File: config.mk
export PLATFORM = sky130hd
export DESIGN_NAME = mul16_seq_flat
export DESIGN_NICKNAME = d
export VERILOG_FILES = /design/src/rtl/mul16_seq_pkg.sv /design/src/rtl/mul16_seq_if.sv /design/src/rtl/mul16_seq_add16.sv /design/src/rtl/mul16_seq.sv /design/src/flat_wrapper.sv
export SDC_FILE = /design/constraint.sdc
export NUM_CORES = 1
export LEC_CHECK = 0
export ABC_AREA = 0
export BUFFER_PORTS_ARGS = -buffer_cell sky130_fd_sc_hd__buf_2
export CAP_MARGIN = 20
export CORE_ASPECT_RATIO = 1.25
export CORE_MARGIN = 2
export CORE_UTILIZATION = 45
export DETAILED_ROUTE_END_ITERATION = 8
export GPL_ROUTABILITY_DRIVEN = 0
export PLACE_DENSITY_LB_ADDON = 0.1
export REMOVE_ABC_BUFFERS = 1
export SYNTH_ARGS = -nofsm -noshare
export SYNTH_HDL_FRONTEND = slang
export SYNTH_SLANG_ARGS = --single-unit
File: constraint.sdc
create_clock -name clk -period 4.13 [get_ports clk]
set_clock_uncertainty 0.1 [all_clocks]
set_input_delay 0.6195 -clock clk [delete_from_list [all_inputs] [get_ports clk]]
set_output_delay 0.6195 -clock clk [all_outputs]
set_load 0.05 [all_outputs]
File: src/rtl/mul16_seq_pkg.sv
// mul16_seq_pkg: shared widths and word types for the sequential multiplier.
//   WORD_W : datapath width (one Hack word)
//   CNT_W  : iteration counter width (16 iterations max)
package mul16_seq_pkg;
  localparam int WORD_W = 16;
  localparam int CNT_W  = 4;

  typedef logic [WORD_W-1:0] word_t;
  typedef logic [CNT_W-1:0]  count_t;
endpackage

File: src/rtl/mul16_seq_if.sv
// mul16_seq_if: operand/result handshake bundle for mul16_seq.
//   in_valid/in_ready   : operand handshake (a = multiplicand, b = multiplier)
//   res_valid/res_ready : result handshake (result = a*b mod 2^16)
//   master : producer/consumer side, slave : multiplier side
interface mul16_seq_if;
  import mul16_seq_pkg::*;

  logic  in_valid;
  logic  in_ready;
  word_t a;
  word_t b;
  logic  res_valid;
  logic  res_ready;
  word_t result;

  modport master (
    output in_valid, a, b, res_ready,
    input  in_ready, res_valid, result
  );

  modport slave (
    input  in_valid, a, b, res_ready,
    output in_ready, res_valid, result
  );
endinterface

File: src/rtl/mul16_seq_add16.sv
// mul16_seq_add16: 16-bit ripple adder (ADD16). Carry-out is dropped, so the
// sum wraps mod 2^16.
//   a_i, b_i : addends
//   sum_o    : a_i + b_i mod 2^16
module mul16_seq_add16
  import mul16_seq_pkg::*;
(
  input  word_t a_i,
  input  word_t b_i,
  output word_t sum_o
);
  assign sum_o = a_i + b_i;
endmodule

File: src/rtl/mul16_seq.sv
// mul16_seq: shift-and-add 16x16 -> 16 multiplier sharing one ADD16 across
// up to 16 iterations.
//   clk     : system clock, rising edge
//   reset_n : synchronous active-low reset
//   bus     : operand/result handshake (slave side)
//   EARLY_EXIT : 1 stops once the remaining multiplier bits are zero,
//                0 always runs 16 iterations
//
// state | meaning
// IDLE  | waiting for operands, in_ready=1
// RUN   | one shift-and-add iteration per cycle
// DONE  | result presented, held until res_ready
module mul16_seq
  import mul16_seq_pkg::*;
#(
  parameter bit EARLY_EXIT = 1'b1
) (
  input  logic        clk,
  input  logic        reset_n,
  mul16_seq_if.slave  bus
);
  typedef enum logic [1:0] {
    ST_IDLE = 2'd0,
    ST_RUN  = 2'd1,
    ST_DONE = 2'd2
  } state_e;

  state_e state_q;
  word_t  mcand_q;
  word_t  mplier_q;
  word_t  acc_q;
  count_t count_q;
  word_t  sum;
  logic   run_last;

  mul16_seq_add16 u_add16 (
    .a_i   (acc_q),
    .b_i   (mcand_q),
    .sum_o (sum)
  );

  // Exit is decided on the pre-shift values: the iteration that consumes the
  // last set multiplier bit is still performed in this cycle.
  assign run_last = (count_q == count_t'(CNT_W'(WORD_W - 1))) ||
                    (EARLY_EXIT && (mplier_q[WORD_W-1:1] == '0));

  always_ff @(posedge clk) begin
    if (!reset_n) begin
      state_q  <= ST_IDLE;
      mcand_q  <= '0;
      mplier_q <= '0;
      acc_q    <= '0;
      count_q  <= '0;
    end else begin
      case (state_q)
        ST_IDLE: begin
          if (bus.in_valid) begin
            mcand_q  <= bus.a;
            mplier_q <= bus.b;
            acc_q    <= '0;
            count_q  <= '0;
            state_q  <= (EARLY_EXIT && (bus.b == '0)) ? ST_DONE : ST_RUN;
          end
        end
        ST_RUN: begin
          if (mplier_q[0]) acc_q <= sum;
          mcand_q  <= mcand_q << 1;
          mplier_q <= mplier_q >> 1;
          count_q  <= count_q + 1'b1;
          if (run_last) state_q <= ST_DONE;
        end
        ST_DONE: begin
          if (bus.res_ready) state_q <= ST_IDLE;
        end
        default: state_q <= ST_IDLE;
      endcase
    end
  end

  // Ready is suppressed while reset is asserted even though state is IDLE.
  assign bus.in_ready  = reset_n && (state_q == ST_IDLE);
  assign bus.res_valid = (state_q == ST_DONE);
  assign bus.result    = (state_q == ST_DONE) ? acc_q : '0;
endmodule

File: src/flat_wrapper.sv
// flat-port wrapper written by rule: the top's interface ports become plain ports
module mul16_seq_flat import mul16_seq_pkg::*;
#(
  parameter bit EARLY_EXIT = 1'b1
)
  (clk, reset_n, bus_in_valid, bus_a, bus_b, bus_res_ready, bus_in_ready, bus_res_valid, bus_result);
  mul16_seq_if bus_i ();
  input  logic clk;
  input  logic reset_n;
  input wire logic [$bits(bus_i.in_valid)-1:0] bus_in_valid;
  input wire logic [$bits(bus_i.a)-1:0] bus_a;
  input wire logic [$bits(bus_i.b)-1:0] bus_b;
  input wire logic [$bits(bus_i.res_ready)-1:0] bus_res_ready;
  output wire logic [$bits(bus_i.in_ready)-1:0] bus_in_ready;
  output wire logic [$bits(bus_i.res_valid)-1:0] bus_res_valid;
  output wire logic [$bits(bus_i.result)-1:0] bus_result;
  assign bus_i.in_valid = bus_in_valid;
  assign bus_i.a = bus_a;
  assign bus_i.b = bus_b;
  assign bus_i.res_ready = bus_res_ready;
  assign bus_in_ready = bus_i.in_ready;
  assign bus_res_valid = bus_i.res_valid;
  assign bus_result = bus_i.result;
  mul16_seq #(.EARLY_EXIT(EARLY_EXIT)) u_core (.clk(clk), .reset_n(reset_n), .bus(bus_i));
endmodule
==> summary.md, run 1 <==
| Metric | Value |
|---|---|
| Critical path launch point type | flip-flop |
| Ys async rst share | 0% |
| Period minus WS final | 2.51 ns |
| WL/cell | around 15 um |
| Core Footprint | about 7000 um^2 |
| Worst hold path cell count | 2 |
| Resize count post-CTS | 0 |
| Pleak | roughly 1.8 nW |
| Seq cells post-synth | 54 |
| Delay of the slowest critical-path stage | 0.40 ns |
| Syn_area_per_cell | between 8 and 9 um^2 |
| Initial antenna violation count | 0 |
| 1st-iter DRT viols | 188 |
| Critical-path top delay cell | ha_1 |
| Area taken by multi-input logic gates | ~2100 um^2 |
| Synth-to-layout area growth | 13.0% |
| Crit-path leading delay family | compound AO/OA/AOI/OAI gates |
| Worst slew pin tran | just over 0.6 ns |
| N_diodes | 0 |
| Critical path endpoint category | flip-flop |
| Root Buffer | clkbuf_8 |
| Max Buffers Root-to-Sink | 2 |
| Chip Height | between 90 and 100 um |
| Vias post-DR | 3037 |
| Yosys Warn Count | 0 |
| GRT Total Usage | 20.7% |
| Met2 Routed Length | between 3 and 4 mm |
| Crit path cell chain | ha_1 > a21o_1 > a221o_1 > a221o_1 > or3_1 > a32o_1 |
| Design area | roughly 3700 um^2 |
| Sequential area share after synthesis | between 30% and 40% |
| Post-DP HPWL | roughly 5.6 mm |
| TNS Setup | 0 ns |
| Num rows | 34 |
| RSZ-0062 raised after global routing | false |
| Pin count of the biggest net entering global routing | between 50 and 60 |
| CTS Buf Count | 5 |
| Critical path class | flip-flop to flip-flop |
| Period utilization | 60.8% |
| Total power | between 0.001 and 0.0015 W |
| Syn Inst Count | just over 400 |
| Worst Hold Class | flip-flop to flip-flop |
| CTS tree | yes |
| Clock H-tree levels | 2 |
| Final std cells w/o fill | 530 |
| WL final | between 7 and 8 mm |
| Achievable Freq | about 400 MHz |
| Fillers | 728 |
| Main synth FF type | dfxtp_1 |
| Clk slew on worst S/H paths | 0.10 ns |
| I/O pins | 54 |
| Final net count | between 400 and 500 |
| Register area | 1080 um^2 |
| Cells on worst reg2reg path | 6 |
| PortBufs | 53 |
| Setup Fix Bufs, Post-CTS | 0 |
| Max FO, Critical Path | 8 |
| Initial Utilization | 46.7% |
| Most common cell in the netlist | nand2_1 |
| # setup viols final | 0 |
| VDD IR max | ~0.00016 V |
| Met3 wire len | 302 um |
| ANT nets after route | 0 |
| First-pass GRT wire length | ~13 mm |
| CP most frequent cell | a221o_1 |
| WP data required | about 4.2 ns |
| Post-synth top cells | nand2_1, dfxtp_1, nand3_1, o211a_1, clkbuf_1 |
| Placed cell count | between 500 and 600 |
| Max_cap viols | 0 |
| Relative slew slack | between 50 and 60% |
| Library cells used by synthesis | 50 |
| Vias in the first global route | roughly 2900 |
| Max-slew violation count | 0 |
| Drt first pass iters | 4 |
| Synth top area share | about a third |
| Highest metal used | met4 |
| Hold Fails Final Rpt | 0 |
| Sink Count | 54 |
| PwrDens | about 340 nW/um^2 |
| R2r setup slk | ~1.6 ns |
| Yosys top cell by area | dfxtp_1 |
| Syn Std Cell Area | 3260 um^2 |
| Share of layout cells above drive strength 1 | about 17% |
| Vias per std cell | 5.73 |
| Grt ovf | 0 |
| Die width | 80.1 um |
| Clock Latency Late Sink | between 0.3 and 0.4 ns |
| Finished Core Util | ~53% |
| Worst Path Arrival | approximately 2.6 ns |
| Residual DRC | 0 |
| Metal1 wirelength | 3.64 mm |
| Post-synth EDFFs | 0 |
| Hold buffers post-CTS | 0 |
| DP Area | between 3000 and 4000 um^2 |
| Bufs and invs on worst path | 0 |
| Die ar. | 7940 um^2 |
| Critical Path Stages | 6 |
| Synth area leaders | dfxtp_1, o211a_1, nand2_1, ha_1, nand3_1 |
| Outcome | completed |
==> area by class of cell <==
class                      instances  share of cell area, %
multi-input combinational        316                   55.8
inverter                           5                  0.510
tap                               90                   3.06
sequential                        54                   29.4
timing repair buffer              58                   8.23
clock inverter                     1                  0.816
clock buffer                       6                   2.24
==> metal layers <==
metal | GRT usage [%] | up-vias
met5 | 0 | -
met4 | 5.22 | 0
met3 | 3.09 | 12
met2 | 35.6 | 65
met1 | 27.1 | 1416
li1 | - | 1544
==> cells in the final DEF, fill, tap and decap left out, drive strengths merged, types with 4 or more instances in the layout <==
cell / instances
a21o: 6
a21oi: 17
a22oi: 5
a32o: 5
a32oi: 4
and2: 21
buf: 58
clkbuf: 6
dfxtp: 54
ha: 16
inv: 5
nand2: 74
nand3: 36
nor2: 6
nor2b: 19
nor4: 9
o211a: 30
o211ai: 6
o21a: 4
o21ai: 14
or3: 6
==> final timing paths <==
check,start,endpoint
worst min register to register,u_core.acc_q[9]$_SDFFE_PN0P_,u_core.acc_q[9]$_SDFFE_PN0P_
worst min-delay path,u_core.acc_q[9]$_SDFFE_PN0P_,u_core.acc_q[9]$_SDFFE_PN0P_
worst max register to register,u_core.acc_q[7]$_SDFFE_PN0P_,u_core.acc_q[14]$_SDFFE_PN0P_
worst max-delay path,u_core.acc_q[7]$_SDFFE_PN0P_,u_core.acc_q[14]$_SDFFE_PN0P_
==> where the power goes <==
| group | internal, W | switching (W) |
|---|---|---|
| sequential | 0.000566 | 0.0000398 |
| combinational | 0.000117 | 0.000169 |
| clock | 0.000194 | 0.000179 |
| total | 0.000878 | 0.000387 |
==> worst min-delay path, stage by stage, from the launching register on <==
cell,delay (ns)
dfxtp_1,0.34
nand2_1,0.05
o21ai_0,0.06
==> state kept, by name, indices dropped and copies added, names as in the netlist <==
signal           count
u_core.acc_q        16
u_core.mcand_q      16
u_core.mplier_q     16
u_core.count_q       4
u_core.state_q       2
==> logic make-up (layout without fill, tap and decap cells) <==
kind of cell | after synthesis | after routing | synth area share, %
muxes | 1 | 1 | 0.307
AOI/OAI and AO/OA | 108 | 108 | 26.2
and+or+nand+nor | 186 | 186 | 28.4
buffers and inverters | 33 | 70 | 4.07
xor gates and xnor gates | 4 | 4 | 1.08
adders and majority gates | 17 | 17 | 6.76
DFF | 54 | 54 | 33.2
==> per-stage QoR <==
stage                     setup WS [ns]  hold slack, ns
after floorplan                   0.848           0.345
after global placement             1.52           0.388
after detailed placement           1.44           0.382
after CTS                          1.09           0.405
after global routing               1.49           0.446
final                              1.62           0.401
(Power assumes the default switching activity.)
==> inputs of run 2 (changes only) <==
Settings changed: ABC_AREA 0 to 1.
Clock period 4.13 ns to 2.5 ns, I/O delays scaled along.
==> run 2 against run 1 <==
Sequential cell count did not move. Power rose to 2.8 times the previous value. Via count rose by 13%. Design area rose by 3.0%. Largest power group is now combinational cells.
==> summary.md, run 2 <==
| Metric | Value |
|---|---|
| Synth area leaders | dfxtp_1, nand2_1, inv_1, ha_1, a31oi_1 |
| CTS Buf Count | 5 |
| Die ar. | about 8200 um^2 |
| Vias post-DR | 3434 |
| Achievable Freq | ~500 MHz |
| Share of layout cells above drive strength 1 | 13.5% |
| Syn_area_per_cell | between 6 and 7 um^2 |
| Worst slew pin tran | approximately 0.45 ns |
| Total power | roughly 0.0036 W |
| Hold Fails Final Rpt | 0 |
| First-pass GRT wire length | between 10 and 15 mm |
| Most common cell after layout, fill and taps aside | nand2_1 |
| Ys async rst share | 0% |
| Num rows | 35 |
| Max FO, Critical Path | 17 |
| Drt first pass iters | 4 |
| Clk slew on worst S/H paths | 0.11 ns |
| Vias in the first global route | about 3100 |
| Worst hold path cell count | 3 |
| Critical path class | flip-flop to primary output |
| Vias per std cell | between 5 and 6 |
| WP data required | 2.03 ns |
| Sw frac | around 47% |
| PortBufs | 53 |
| I/O pins | 54 |
| Grt ovf | 0 |
| Critical path endpoint category | primary output |
| RSZ-0062 raised after global routing | false |
| Sequential Power Share | between 30% and 40% |
| Relative slew slack | a little over two thirds |
| Largest registers | u_core.acc_q x16, u_core.mcand_q x16, u_core.mplier_q x16 |
| 1st-iter DRT viols | approximately 170 |
| TNS Setup | 0 ns |
| Hold Path Sink | u_core.mcand_q[0]$_SDFFE_PN0P_ |
| WL final | 8.23 mm |
| Final std cells w/o fill | a little under 700 |
| Final net count | 637 |
| Post-DP HPWL | 6.01 mm |
| Synth-to-layout area growth | 12.0% |
| Synth top area share | between 30% and 40% |
| Most frequent cells in the layout | nand2_1, inv_1, dfxtp_1 |
| CTS tree | yes |
| GRT Total Usage | between 20% and 30% |
| Origin of the critical flop-to-flop path | u_core.mcand_q[0]$_SDFFE_PN0P_ |
| Post-synth top cells | nand2_1, inv_1, dfxtp_1, nor2_1, a21oi_1 |
| Hold path startpoint | bus_a[0] |
| N_diodes | 0 |
| PwrDens | about 940 nW/um^2 |
| R2r setup slk | 0.50 ns |
| DP Worst Slack | approximately 0.54 ns |
| Combinational share of power | between 40% and 50% |
| # setup viols final | 0 |
| Most common cell in the netlist | nand2_1 |
| P_int | ~0.0019 W |
| Clock Latency Late Sink | roughly 0.31 ns |
| Period utilization | around 80% |
| Sink Count | 54 |
| Initial antenna violation count | 0 |
| Setup Fix Bufs, Post-CTS | 0 |
| Resize count post-CTS | 0 |
| Yosys Warn Count | 0 |
| Max-slew violation count | 0 |
| Outcome | completed |
| Initial Utilization | between 40% and 50% |
| Clk pwr share | 14.6% |
| Worst Hold Class | input port to flip-flop |
| Max_cap viols | 0 |
| Syn Inst Count | 540 |
| Seq cells post-synth | between 50 and 60 |
| Main synth FF type | dfxtp_1 |
| Clock H-tree levels | 2 |
| Period minus WS final | about 2.0 ns |
| Pin count of the biggest net entering global routing | 45 |
| Sequential area share after synthesis | a little under a third |
| Max Buffers Root-to-Sink | 2 |
| Die width | ~80 um |
| Yosys top cell by area | dfxtp_1 |
| Root Buffer | clkbuf_8 |
| R2r endpoint | u_core.acc_q[8]$_SDFFE_PN0P_ |
| NetSw | 0.00168 W |
| Pleak | 1.83 nW |
| Core Footprint | ~7300 um^2 |
| ANT nets after route | 0 |
| WL/cell | 12.2 um |
| Post-route setup slack | approximately 0.49 ns |
| Chip Height | a little over 100 um |
| Hold buffers post-CTS | 0 |
| Syn Std Cell Area | approximately 3400 um^2 |
| VDD IR max | slightly below 0.0009 V |
| Worst Path Arrival | approximately 1.5 ns |
| Library cells used by synthesis | 32 |
| Cells on worst reg2reg path | 10 |
| Residual DRC | 0 |
| Placed cell count | between 600 and 700 |
| Post-synth EDFFs | 0 |
| Critical path launch point type | flip-flop |
[run 2: cell count changes after synthesis, moves of 14 or more]
cell,before,now
o21ai_0,14,32
and2_1,21,0
a31oi_1,0,30
nand2_1,74,171
inv_1,5,80
a21oi_1,17,33
o211a_1,30,0
nor2_1,6,43
nand3_1,36,22
nor2b_1,19,0
clkbuf_1,25,8
[run 2: stage by stage]
step / utilization [%] / area (um^2) / hold slack (ns)
finish: 51.8 / 3790 / 0.210
global route: 51.8 / 3790 / 0.204
CTS: 51.8 / 3790 / 0.204
detailed placement: 50.6 / 3700 / 0.369
global placement: 50.6 / 3700 / 0.362
floorplan: - / 3290 / 0.345
[run 2: final cells by class]
| type | instances | area, um^2 |
|---|---|---|
| well taps | 92 | 115 |
| multi-input cells | 381 | 1890 |
| repair buffers | 57 | 295 |
| flip-flops and latches | 54 | 1080 |
| fillers | 771 | 3520 |
| clock buffers | 6 | 72.6 |
| inverters | 85 | 322 |
| clock inverters | 2 | 17.5 |
[run 2: logic make-up after synthesis]
kind of cell	share of synthesized area [%]
AOI/OAI and AO/OA	16.2
xor gates and xnor gates	0.777
adders and majority gates	6.51
buffers and inverters	12.3
DFF	32.0
and+or+nand+nor	32.2
[run 2: how the worst max path moves through the flow]
stage / cells past startpoint / from / endpoint
2_1_floorplan: 4 / u_core.state_q[1]$_SDFFE_PN0P_ / bus_result[0]
3_3_place_gp: 10 / u_core.acc_q[0]$_SDFFE_PN0P_ / u_core.acc_q[8]$_SDFFE_PN0P_
3_5_place_dp: 10 / u_core.mcand_q[0]$_SDFFE_PN0P_ / u_core.acc_q[8]$_SDFFE_PN0P_
4_1_cts: 5 / u_core.state_q[1]$_SDFFE_PN0P_ / bus_result[1]
5_1_grt: 5 / u_core.state_q[1]$_SDFFE_PN0P_ / bus_result[6]
6_report: 5 / u_core.state_q[1]$_SDFFE_PN0P_ / bus_result[1]
[run 2: critical path, stage by stage (launching register included)]
cell and delay (ns):
dfxtp_1 0.42, inv_1 0.06, nor2_1 0.15, inv_2 0.17, nor2_1 0.14, buf_2 0.28
[run 2: routing by layer]
metal / track usage [%] / up-vias / routed length [um]
met3: 2.96 / 9 / 264
met2: 38.3 / 60 / 4090
met1: 27.4 / 1554 / 3790
met4: 5.87 / 0 / 93
li1: - / 1811 / -
met5: 0 / - / 0
[run 2: power groups by stage]
| stage | Clock [W] | Combinational [W] | Sequential, W |
|---|---|---|---|
| CTS | 0.000536 | 0.00169 | 0.00136 |
| floorplan | 0 | 0.00127 | 0.00131 |
| detailed placement | 0 | 0.00169 | 0.00138 |
| global placement | 0 | 0.00166 | 0.00137 |
| global route | 0.000566 | 0.00192 | 0.00140 |
| finish | 0.000518 | 0.00168 | 0.00136 |
